[config.mk]
export PLATFORM = sky130hd
export DESIGN_NAME = truth_table_sweeper
export DESIGN_NICKNAME = d
export VERILOG_FILES = /design/src/rtl/truth_table_sweeper.sv
export SDC_FILE = /design/constraint.sdc
export NUM_CORES = 1
export LEC_CHECK = 0
export CAP_MARGIN = 20
export CORE_MARGIN = 2
export CORE_UTILIZATION = 53
export CTS_CLUSTER_SIZE = 12
export DETAILED_ROUTE_END_ITERATION = 7
export PLACE_DENSITY = 0.73
export SLEW_MARGIN = 0
export SYNTH_ARGS = -nofsm -noshare
export SYNTH_HDL_FRONTEND = slang
export SYNTH_SLANG_ARGS = --single-unit
[constraint.sdc]
create_clock -name clk -period 2.1 [get_ports clk]
set_input_delay 0.315 -clock clk [delete_from_list [all_inputs] [get_ports clk]]
set_output_delay 0.315 -clock clk [all_outputs]
set_load 0.02 [all_outputs]
[src/rtl/truth_table_sweeper.sv]
// Sweeps all eight vectors through a 3-input block and rebuilds its truth-table id.
// Optional TT_SWEEP_VERIFY_EN adds an expected/match compare of the result.
module truth_table_sweeper #(
    parameter int unsigned SETTLE = 4
) (
    input  logic       clk,
    input  logic       rst_n,
    input  logic       start,
    input  logic       dut_out,
`ifdef TT_SWEEP_VERIFY_EN
    input  logic [7:0] expected,
    output logic       match,
`endif
    output logic       in1,
    output logic       in2,
    output logic       in3,
    output logic       busy,
    output logic       done,
    output logic [7:0] truth_table,
    output logic       valid
);

    localparam logic [1:0] S_IDLE   = 2'd0;
    localparam logic [1:0] S_SETTLE = 2'd1;
    localparam logic [1:0] S_COMMIT = 2'd2;

    localparam logic [7:0] CNT_MAX = 8'(SETTLE);

    logic [1:0] state;
    logic [2:0] idx;
    logic [7:0] cnt;
    logic [7:0] shreg;

    always_ff @(posedge clk or negedge rst_n) begin
        if (!rst_n) begin
            state       <= S_IDLE;
            idx         <= 3'd0;
            cnt         <= 8'd0;
            shreg       <= 8'd0;
            truth_table <= 8'd0;
            valid       <= 1'b0;
`ifdef TT_SWEEP_VERIFY_EN
            match       <= 1'b0;
`endif
        end else begin
            unique case (1'b1)
                (state == S_IDLE): begin
                    if (start) begin
                        idx   <= 3'd0;
                        cnt   <= 8'd0;
                        valid <= 1'b0;
`ifdef TT_SWEEP_VERIFY_EN
                        match <= 1'b0;
`endif
                        state <= S_SETTLE;
                    end
                end
                (state == S_SETTLE): begin
                    if (cnt != CNT_MAX) begin
                        cnt <= cnt + 8'd1;
                    end else begin
                        // first vector ends up in the MSB after eight shifts
                        shreg <= {shreg[6:0], dut_out};
                        cnt   <= 8'd0;
                        if (idx == 3'd7) state <= S_COMMIT;
                        else             idx   <= idx + 3'd1;
                    end
                end
                (state == S_COMMIT): begin
                    truth_table <= shreg;
                    valid       <= 1'b1;
`ifdef TT_SWEEP_VERIFY_EN
                    match       <= (shreg == expected);
`endif
                    state       <= S_IDLE;
                end
                default: state <= S_IDLE;
            endcase
        end
    end

    assign busy = (state == S_SETTLE);
    assign done = (state == S_COMMIT);

    // idx keeps 7 after a sweep, so gate the vector outside SETTLE
    assign {in1, in2, in3} = busy ? idx : 3'b000;

endmodule

==> results of run 1 <==
layout by cell type (no fill, tap or decap), types with 4 or more instances in the layout:
| cell | count |
|---|---|
| buf_4 | 5 |
| clkdlybuf4s50_1 | 14 |
| o21ai_0 | 9 |
| clkbuf_4 | 5 |
| mux2_2 | 17 |
| dfrtp_1 | 30 |
| nor2_1 | 7 |
| a21oi_1 | 4 |
| nand2_1 | 10 |
| ha_1 | 4 |
| inv_1 | 5 |
where the power goes:
part,leakage (nW),internal (W),switching (W)
logic,0.386,0.000281,0.000287
registers,0.386,0.000737,0.000161
clock network,0.0353,0.000162,0.000186
how the worst max path moves through the flow:
stage                                     to  cells past startpoint                  from
final                                   busy                      3  state[1]$_DFFE_PN0P_
after CTS                               busy                      3  state[1]$_DFFE_PN0P_
after global routing                    busy                      3  state[1]$_DFFE_PN0P_
after floorplan           idx[0]$_DFFE_PN0P_                      4    cnt[6]$_DFFE_PN0P_
after global placement                   in3                      4  state[1]$_DFFE_PN0P_
after detailed placement                 in2                      4  state[1]$_DFFE_PN0P_
logic make-up (layout without fill, tap and decap cells):
| kind of cell | count (synthesis) | count (layout) |
|---|---|---|
| multiplexers | 17 | 17 |
| flip-flops | 30 | 30 |
| buffers and inverters | 8 | 36 |
| AO/OA/AOI/OAI | 23 | 23 |
| XOR/XNOR | 1 | 1 |
| AND/OR/NAND/NOR | 32 | 32 |
| adder cells (fa/ha/maj) | 4 | 4 |
through the flow:
step / power [W] / util, %
detailed placement: 0.00151 / 64.9
finish: 0.00181 / 67.2
global placement: 0.00147 / 64.9
floorplan: 0.00130 / -
CTS: 0.00183 / 67.2
global route: 0.00196 / 67.2
repair_timing:
action / in CTS / in global routing
gates resized for setup: 3 / 0
endpoints found under the hold margin: 0 / 0
endpoints found under the setup margin: 3 / 0
registers in the layout (all words and copies together) (netlist names):
name,cells
idx,3
shreg,8
state,2
truth_table,8
cnt,8
valid,1
area by class of cell:
type,count,area [um^2]
timing repair buffer,22,204
clock buffer,7,55.1
tap,30,37.5
sequential,30,751
fill,198,805
inverter,6,22.5
multi-input combinational,77,576
clock inverter,1,5.00
critical path, cell delays in order (launching register included):
cell and delay, ns:
dfrtp_1 0.41, nand2b_1 0.18, inv_2 0.14, clkdlybuf4s50_1 0.63
cells in the mapped netlist, types with 2 or more instances:
library cell  instances  area (um^2)
nor2_1                7         26.3
nand2b_1              2         12.5
ha_1                  4         50.1
inv_1                 5         18.8
a31oi_1               2         12.5
o21bai_1              2         15.0
mux2_2               17          191
nand2_1              10         37.5
a21o_1                2         15.0
o31ai_1               2         15.0
o21ai_0               9         45.0
a21oi_1               4         20.0
and2_1                3         18.8
nand3_1               2         10.0
dfrtp_1              30          751
routing by layer:
layer  share of wire, %  vias to the layer above  track usage [%]
met5                  0                        -                0
met4                2.4                        0             14.2
met3                5.1                        7             6.56
met2                 47                       24             31.3
met1                 45                      454             23.9
li1                   -                      468                -
==> out/qor.yml, run 1 <==
synthesis:
  synth-edff-count: 0
  synthMuxAreaShare_pct: 14.0
  synthesis.nets: 123
  total_of_flip_flops_plus_latches_after_synthesis: 30
  ys.warnings.count: 0
  synth_flop_cell: "dfrtp_1"
  combinational_family_with_the_most_area_after_synthesis: "multiplexers"
  synth_compound_gate_area_share_pct: 10.5
  netlist_area_um2: 1370
  post_synth_and_or_nand_nor_area_fraction_pct: 13.3
  netlist-cell-type-count: 29
  synth-seq-area-share_pct: 55.0
  syn-mean-instance-area_um2: 11.9
  asyncSetResetFlopFracSynth_pct: 100
  synth_fa_ha_area_share_pct: 3.67
  post_synth_inst_count: 115
  synth-xor-area-share_pct: 0.642
timing:
  fin_hold_ws_ns: 0.368
  maxClockFrequency_mhz: 500
  layout_setup_ws_ns: 0.100
  min_period_over_period_pct: 95.2
  worst_slew_pin_slew_ns: 0.371
  final-hold-violation-count: 0
  timing.setup.tns_ns: 0
  finalWorstPathRequiredPeriod_ns: 2.00
  worst_slew_margin_rel_pct: 75.3
  clock_skew_ns: 0.00391
  rsz0062_at_grt: "no"
  drv_slew: 0
  setup_viol: 0
placement:
  pre_cts_slack_ns: 0.344
  detailed_place.area_um2: 1590
  dpl.hpwl_um: 1780
  place.detailed.instances: 165
  port_buffers: 17
  place.gp.congestion: 0.829
die:
  fp.dieH_um: 54.8
  core_region_area_um2: 2450
  io_pins: 18
  rows: 18
  die_area_um2: 3000
  initial_core_util_pct: 55.6
  die_x_um: 54.8
outcome:
  status: "finished clean"
cts:
  numClockSinks: 30
  worst_setup_hold_path_clk_slew_ns: 0.09
  max_clock_buf_depth: 2
  post_cts_setup_repair_bufs: 0
  clock_latency_ns: 0.32
  cts_tree: "done"
  cts_hold_buf: 0
  cts.root.buffer_cell: "clkbuf_4"
  htree_levels: 2
  cts-buffers-inserted: 5
pwr:
  vdd_ir_drop_max_mv: 0.766
  p_per_area_nw_per_um2: 1100
  power.static_leakage_nw: 0.807
worst_setup_path:
  worst_r2r_path_depth: 3
  timing.critical_path.fanout_max: 9
  worstPathRequired_ns: 1.78
  cp_launch_type: "flop"
  criticalPathCategory: "reg -> out"
  crit-reg2reg-launch: "cnt[6]$_DFFE_PN0P_"
  reg2reg_setup_slack_ns: 0.45
  data_arrival_time_at_the_worst_slack_endpoint_ns: 1.69
  r2r-end: "shreg[5]$_DFFE_PN0P_"
  setup.worst_path.end_class: "output pin"
layout:
  areaGrowthSynthToFinish_pct: 20.9
  antenna_cells: 0
  finalNetCount: 150
  post_layout_nonfiller_instances: 173
  final_area_um2: 1650
  final_layout_size_suffix_gt1_share_pct: 23.8
route:
  antenna_violating_nets_left: 0
  drtIter0Drc: 23
  post-route-drc-count: 0
  wl_um: 2420
  wire_per_inst_um: 14.0
  vias: 953
  detail_route.vias_per_cell: 5.51
  drt-pass1-iter-count: 4
global_route:
  grt-ovfl-total: 0
  antenna_found_initial: 0
  largest_net_degree_at_the_start_of_global_routing: 31
  grt_pass1_vias: 955
  total_grt_usage_pct: 20.4
  grt_pass1_wl_um: 4110
run:
  max-cap-violations: 0
worst_hold_path:
  hold_class: "in -> async"
Note: power is estimated with default switching activity, not from simulation.
==> run 2, diff against run 1 <==
--- a/config.mk
+++ b/config.mk
@@ -8,6 +8,7 @@
 export CAP_MARGIN = 20
 export CORE_MARGIN = 2
 export CORE_UTILIZATION = 53
+export CTS_CLUSTER_DIAMETER = 150
 export CTS_CLUSTER_SIZE = 12
 export DETAILED_ROUTE_END_ITERATION = 7
 export PLACE_DENSITY = 0.73
==> results of run 2 <==
No change in the layout: final DEF, timing and power equal those of run 1.
==> patch 1 (settings of run 1) <==
Build with the macro `TT_SWEEP_VERIFY_EN` defined.
--- a/src/rtl/truth_table_sweeper.sv
+++ b/src/rtl/truth_table_sweeper.sv
@@ -1,5 +1,7 @@
 // Sweeps all eight vectors through a 3-input block and rebuilds its truth-table id.
 // Optional TT_SWEEP_VERIFY_EN adds an expected/match compare of the result.
+`define TT_SWEEP_VERIFY_EN
+
 module truth_table_sweeper #(
     parameter int unsigned SETTLE = 4
 ) (
Interface: changed (added expected and match); port bits go from 18 to 27. The function was not compared with the original's and may differ.
==> patch 1 against run 1 <==
Setup slack got worse by 26 ps; non-clock buffer count increased by 7; synthesized area increased by 11%; first-iteration DRC count decreased by 30%; cell count increased by 14%; critical path depth decreased by 1; design area increased by 16%; routed wire length increased by 16%; sequential share of layout area decreased by 4.9 points; sequential cell count increased by 1.
Power is not compared: it rests on default switching activity, and its combinational part moved more than twofold at a synthesized area within 25%.
==> patch 1: results (changes against run 1) <==
- The final net count is 181 (was 150).
- The routability congestion estimate from global placement was 0.795 (was 0.829).
- The cell area after placement came to 1820 µm² (was 1590 µm²).
- The met1 global-route usage was 25.6% (was 23.9%).
- The worst clock skew is 10.6 ps (was 3.91 ps).
- Status: completed (unchanged).
- Synth top cells by count: sky130_fd_sc_hd__dfrtp_1 (31), sky130_fd_sc_hd__mux2_2 (16), sky130_fd_sc_hd__nand2_1 (10) (was sky130_fd_sc_hd__dfrtp_1 (30), sky130_fd_sc_hd__mux2_2 (17), sky130_fd_sc_hd__nand2_1 (10)).
- The sequential area share after synthesis came to 51.1% (was 55.0%).
- The final instance count without filler cells is 197 (was 173).
- The wire length reported by the detailed router is 2.81 mm (was 2.42 mm).
- Top area cells in the synthesized netlist: sky130_fd_sc_hd__dfrtp_1 (51%), sky130_fd_sc_hd__mux2_2 (12%), sky130_fd_sc_hd__xnor2_1 (4.0%) (was sky130_fd_sc_hd__dfrtp_1 (55%), sky130_fd_sc_hd__mux2_2 (14%), sky130_fd_sc_hd__ha_1 (3.7%)).
- The routed wire length on met3 was 140 µm (was 124 µm).
- The overall power of the completed layout is around 0.0011 W.
- The ratio of cells with drive above 1 in the final layout is 22.9% (was 23.8%).
- The number of global-route vias before repair was 1139 (was 955).
- The maximum number of pins on one net before global-route repair is 32 (was 31).
- The gate count after technology mapping was 132 (was 115).
- The count of cells resized by post-cts repair is 5 (was 3).
- The post-place setup slack came to 198 ps (was 344 ps).
- The smallest setup slack after layout came to 74.1 ps (was 100 ps).
- The routed length on met1 came to 1.21 mm (was 1.10 mm).
- The relative slew slack is 66.3% (was 75.3%).
- The placed cell count is 189 (was 165).
- The post-synthesis cell type count is 32 (was 29).
- The worst hold-check slack is 365 ps (was 368 ps).
-- patch 1: cell types whose count changed in the layout (fill, tap and decap cells not counted), sizes merged, moves of 2 or more --
cell | run 1 | this run
o21bai | 2 | 0
o41ai | 0 | 2
clkdlybuf4s50 | 14 | 23
or2 | 0 | 2
buf | 5 | 3
xnor2 | 0 | 7
o31ai | 2 | 0
mux2i | 0 | 2
nand3 | 2 | 5
-- patch 1: cell type report --
class | instances | area [µm²]
well taps | 31 | 38.8
clock inverters | 2 | 35.0
multi-input cells | 91 | 706
inverters | 7 | 26.3
repair buffers | 29 | 279
fillers | 214 | 822
flip-flops and latches | 31 | 776
clock buffers | 6 | 51.3
-- patch 1: kinds of logic (layout without fill, tap and decap cells) --
kind of cell | after synthesis | after routing | synth area share, %
simple gates | 39 | 39 | 14.3
flops | 31 | 31 | 51.1
compound gates | 20 | 20 | 9.23
mux | 19 | 19 | 14.2
buf+inv | 10 | 44 | 2.80
xor+xnor | 9 | 9 | 5.19
fa+ha+maj | 4 | 4 | 3.30
==> patch 2 (flow settings as in run 1) <==
Made on the original files. Make the reset (`rst_n`) synchronous in one clocked block.
--- a/src/rtl/truth_table_sweeper.sv
+++ b/src/rtl/truth_table_sweeper.sv
@@ -31,7 +31,7 @@
     logic [7:0] cnt;
     logic [7:0] shreg;
 
-    always_ff @(posedge clk or negedge rst_n) begin
+    always_ff @(posedge clk) begin
         if (!rst_n) begin
             state       <= S_IDLE;
             idx         <= 3'd0;
Function: differs if rst_n is asserted again (counterexample within 4 cycles, from zero or initial values and one cycle with rst_n low); with rst_n held inactive, the same outputs for 10 cycles.
==> patch 2 against run 1 <==
Setup slack gained 1.3 ps; sequential cell count is the same; hold slack gained 89 ps; routed wire length grew 12%; die area shrank 5.3%; via count grew 14%; count of clock-buffer cells in the layout shrank 1; fmax is essentially flat; synthesized area shrank 5.7%; design area shrank 4.1%; critical path depth is the same.
Power is not compared: it rests on default switching activity, and its combinational part moved more than twofold at a synthesized area within 25%.
==> patch 2: results (changes against run 1) <==
- Status: completed (unchanged).
- The routed length on met1 came to 1.24 mm (was 1.10 mm).
- The ratio of cells with drive above 1 in the final layout came to 12.3% (was 23.8%).
- The maximum number of pins on one net before global-route repair came to 22 (was 31).
- The met2 routed wirelength is 1.30 mm (was 1.14 mm).
- The mux contribution to synthesized area came to 7.39% (was 14.0%).
- The filler cell count in the final layout is 195 (was 198).
- The final net count is 171 (was 150).
- The sequential area share after synthesis was 46.6% (was 55.0%).
- Top area cells in the synthesized netlist: sky130_fd_sc_hd__dfxtp_1 (47%), sky130_fd_sc_hd__mux2i_1 (6.2%), sky130_fd_sc_hd__nand2_1 (6.1%) (was sky130_fd_sc_hd__dfrtp_1 (55%), sky130_fd_sc_hd__mux2_2 (14%), sky130_fd_sc_hd__ha_1 (3.7%)).
- The xor/xnor share of the synthesized area is 0.680% (was 0.642%).
- The total via count after detailed routing was 1082 (was 953).
- The source of the worst register-to-register timing path is cnt[0] (was cnt[6]).
- The routability congestion estimate from global placement is 0.809 (was 0.829).
- Synth top cells by count: sky130_fd_sc_hd__dfxtp_1 (30), sky130_fd_sc_hd__nand2_1 (21), sky130_fd_sc_hd__a21oi_1 (14), sky130_fd_sc_hd__nor2_1 (14), sky130_fd_sc_hd__mux2i_1 (8) (was sky130_fd_sc_hd__dfrtp_1 (30), sky130_fd_sc_hd__mux2_2 (17), sky130_fd_sc_hd__nand2_1 (10)).
- The count of cells resized by post-cts repair is 1 (was 3).
- The routed wire length on met3 is 130 µm (was 124 µm).
- The capture point of the worst reg-to-reg path is idx[0] (was shreg[5]).
- The placed cell count came to 184 (was 165).
- The complex-gate fraction of the synthesized area is 15.8% (was 10.5%).
- The worst clock skew was 15.0 ps (was 3.91 ps).
- The post-synth net total is 148 (was 123).
- The wire length of the first global-routing pass is 4.52 mm (was 4.11 mm).
- The synthesized-area fraction occupied by adder cells is 3.89% (was 3.67%).
- The register-to-register setup slack is 340 ps (was 450 ps).
- The path category of the worst min-delay check was reg -> reg (was in -> async).
## patch 2: cell types whose count changed in the layout (fill, tap and decap cells not counted), sizes merged, moves of 3 or more
cell           before  now
dfrtp              30    0
clkdlybuf4s50      14   17
dfxtp               0   30
a21oi               4   14
nor2                7   14
nand2              10   21
a22o                0    3
o21ai               9    3
mux2               17    1
mux2i               0    8
dlygate4sd2         3    0
## patch 2: where the power goes
part	internal [W]	switching, W	leakage (nW)
combinational	0.0000287	0.0000411	0.359
clock	0.000277	0.000190	0.0443
sequential	0.000573	0.00000686	0.242
## patch 2: layout make-up
type	instances	area [µm²]	area share, %
Inverter	6	22.5	1.42
Multi-Input combinational cell	100	649	41.0
Tap cell	28	35.0	2.21
Sequential cell	30	602	38.0
Timing Repair Buffer	20	193	12.2
Clock buffer	6	51.3	3.24
Clock inverter	1	30.0	1.90
## patch 2: how the worst max path moves through the flow
stage	startpoint	cells after the start	slack, ps	endpoint
6_report	state[0]	3	100	in2
5_1_grt	state[0]	3	5	in2
4_1_cts	state[0]	3	6	in2
3_5_place_dp	rst_n	5	290	cnt[5]
3_3_place_gp	rst_n	5	320	cnt[5]
2_1_floorplan	cnt[0]	6	550	idx[0]
## patch 2: per-stage QoR
stage          cell area, µm²  utilization [%]  setup slack [ps]  power (W)
6_report                 1580             70.2               101    0.00112
5_1_grt                  1580             70.2              4.77    0.00117
4_1_cts                  1580             70.1              6.03    0.00113
3_5_place_dp             1500             66.4               285   0.000661
3_3_place_gp             1500             66.4               325   0.000658
2_1_floorplan            1290                -               545   0.000637
## patch 2: layer usage
| metal | GRT usage, % | vias to the layer above |
|---|---|---|
| met4 | 10.3 | 0 |
| met3 | 10.7 | 7 |
| met2 | 34.8 | 26 |
| li1 | - | 532 |
| met5 | 0 | - |
| met1 | 28.3 | 517 |
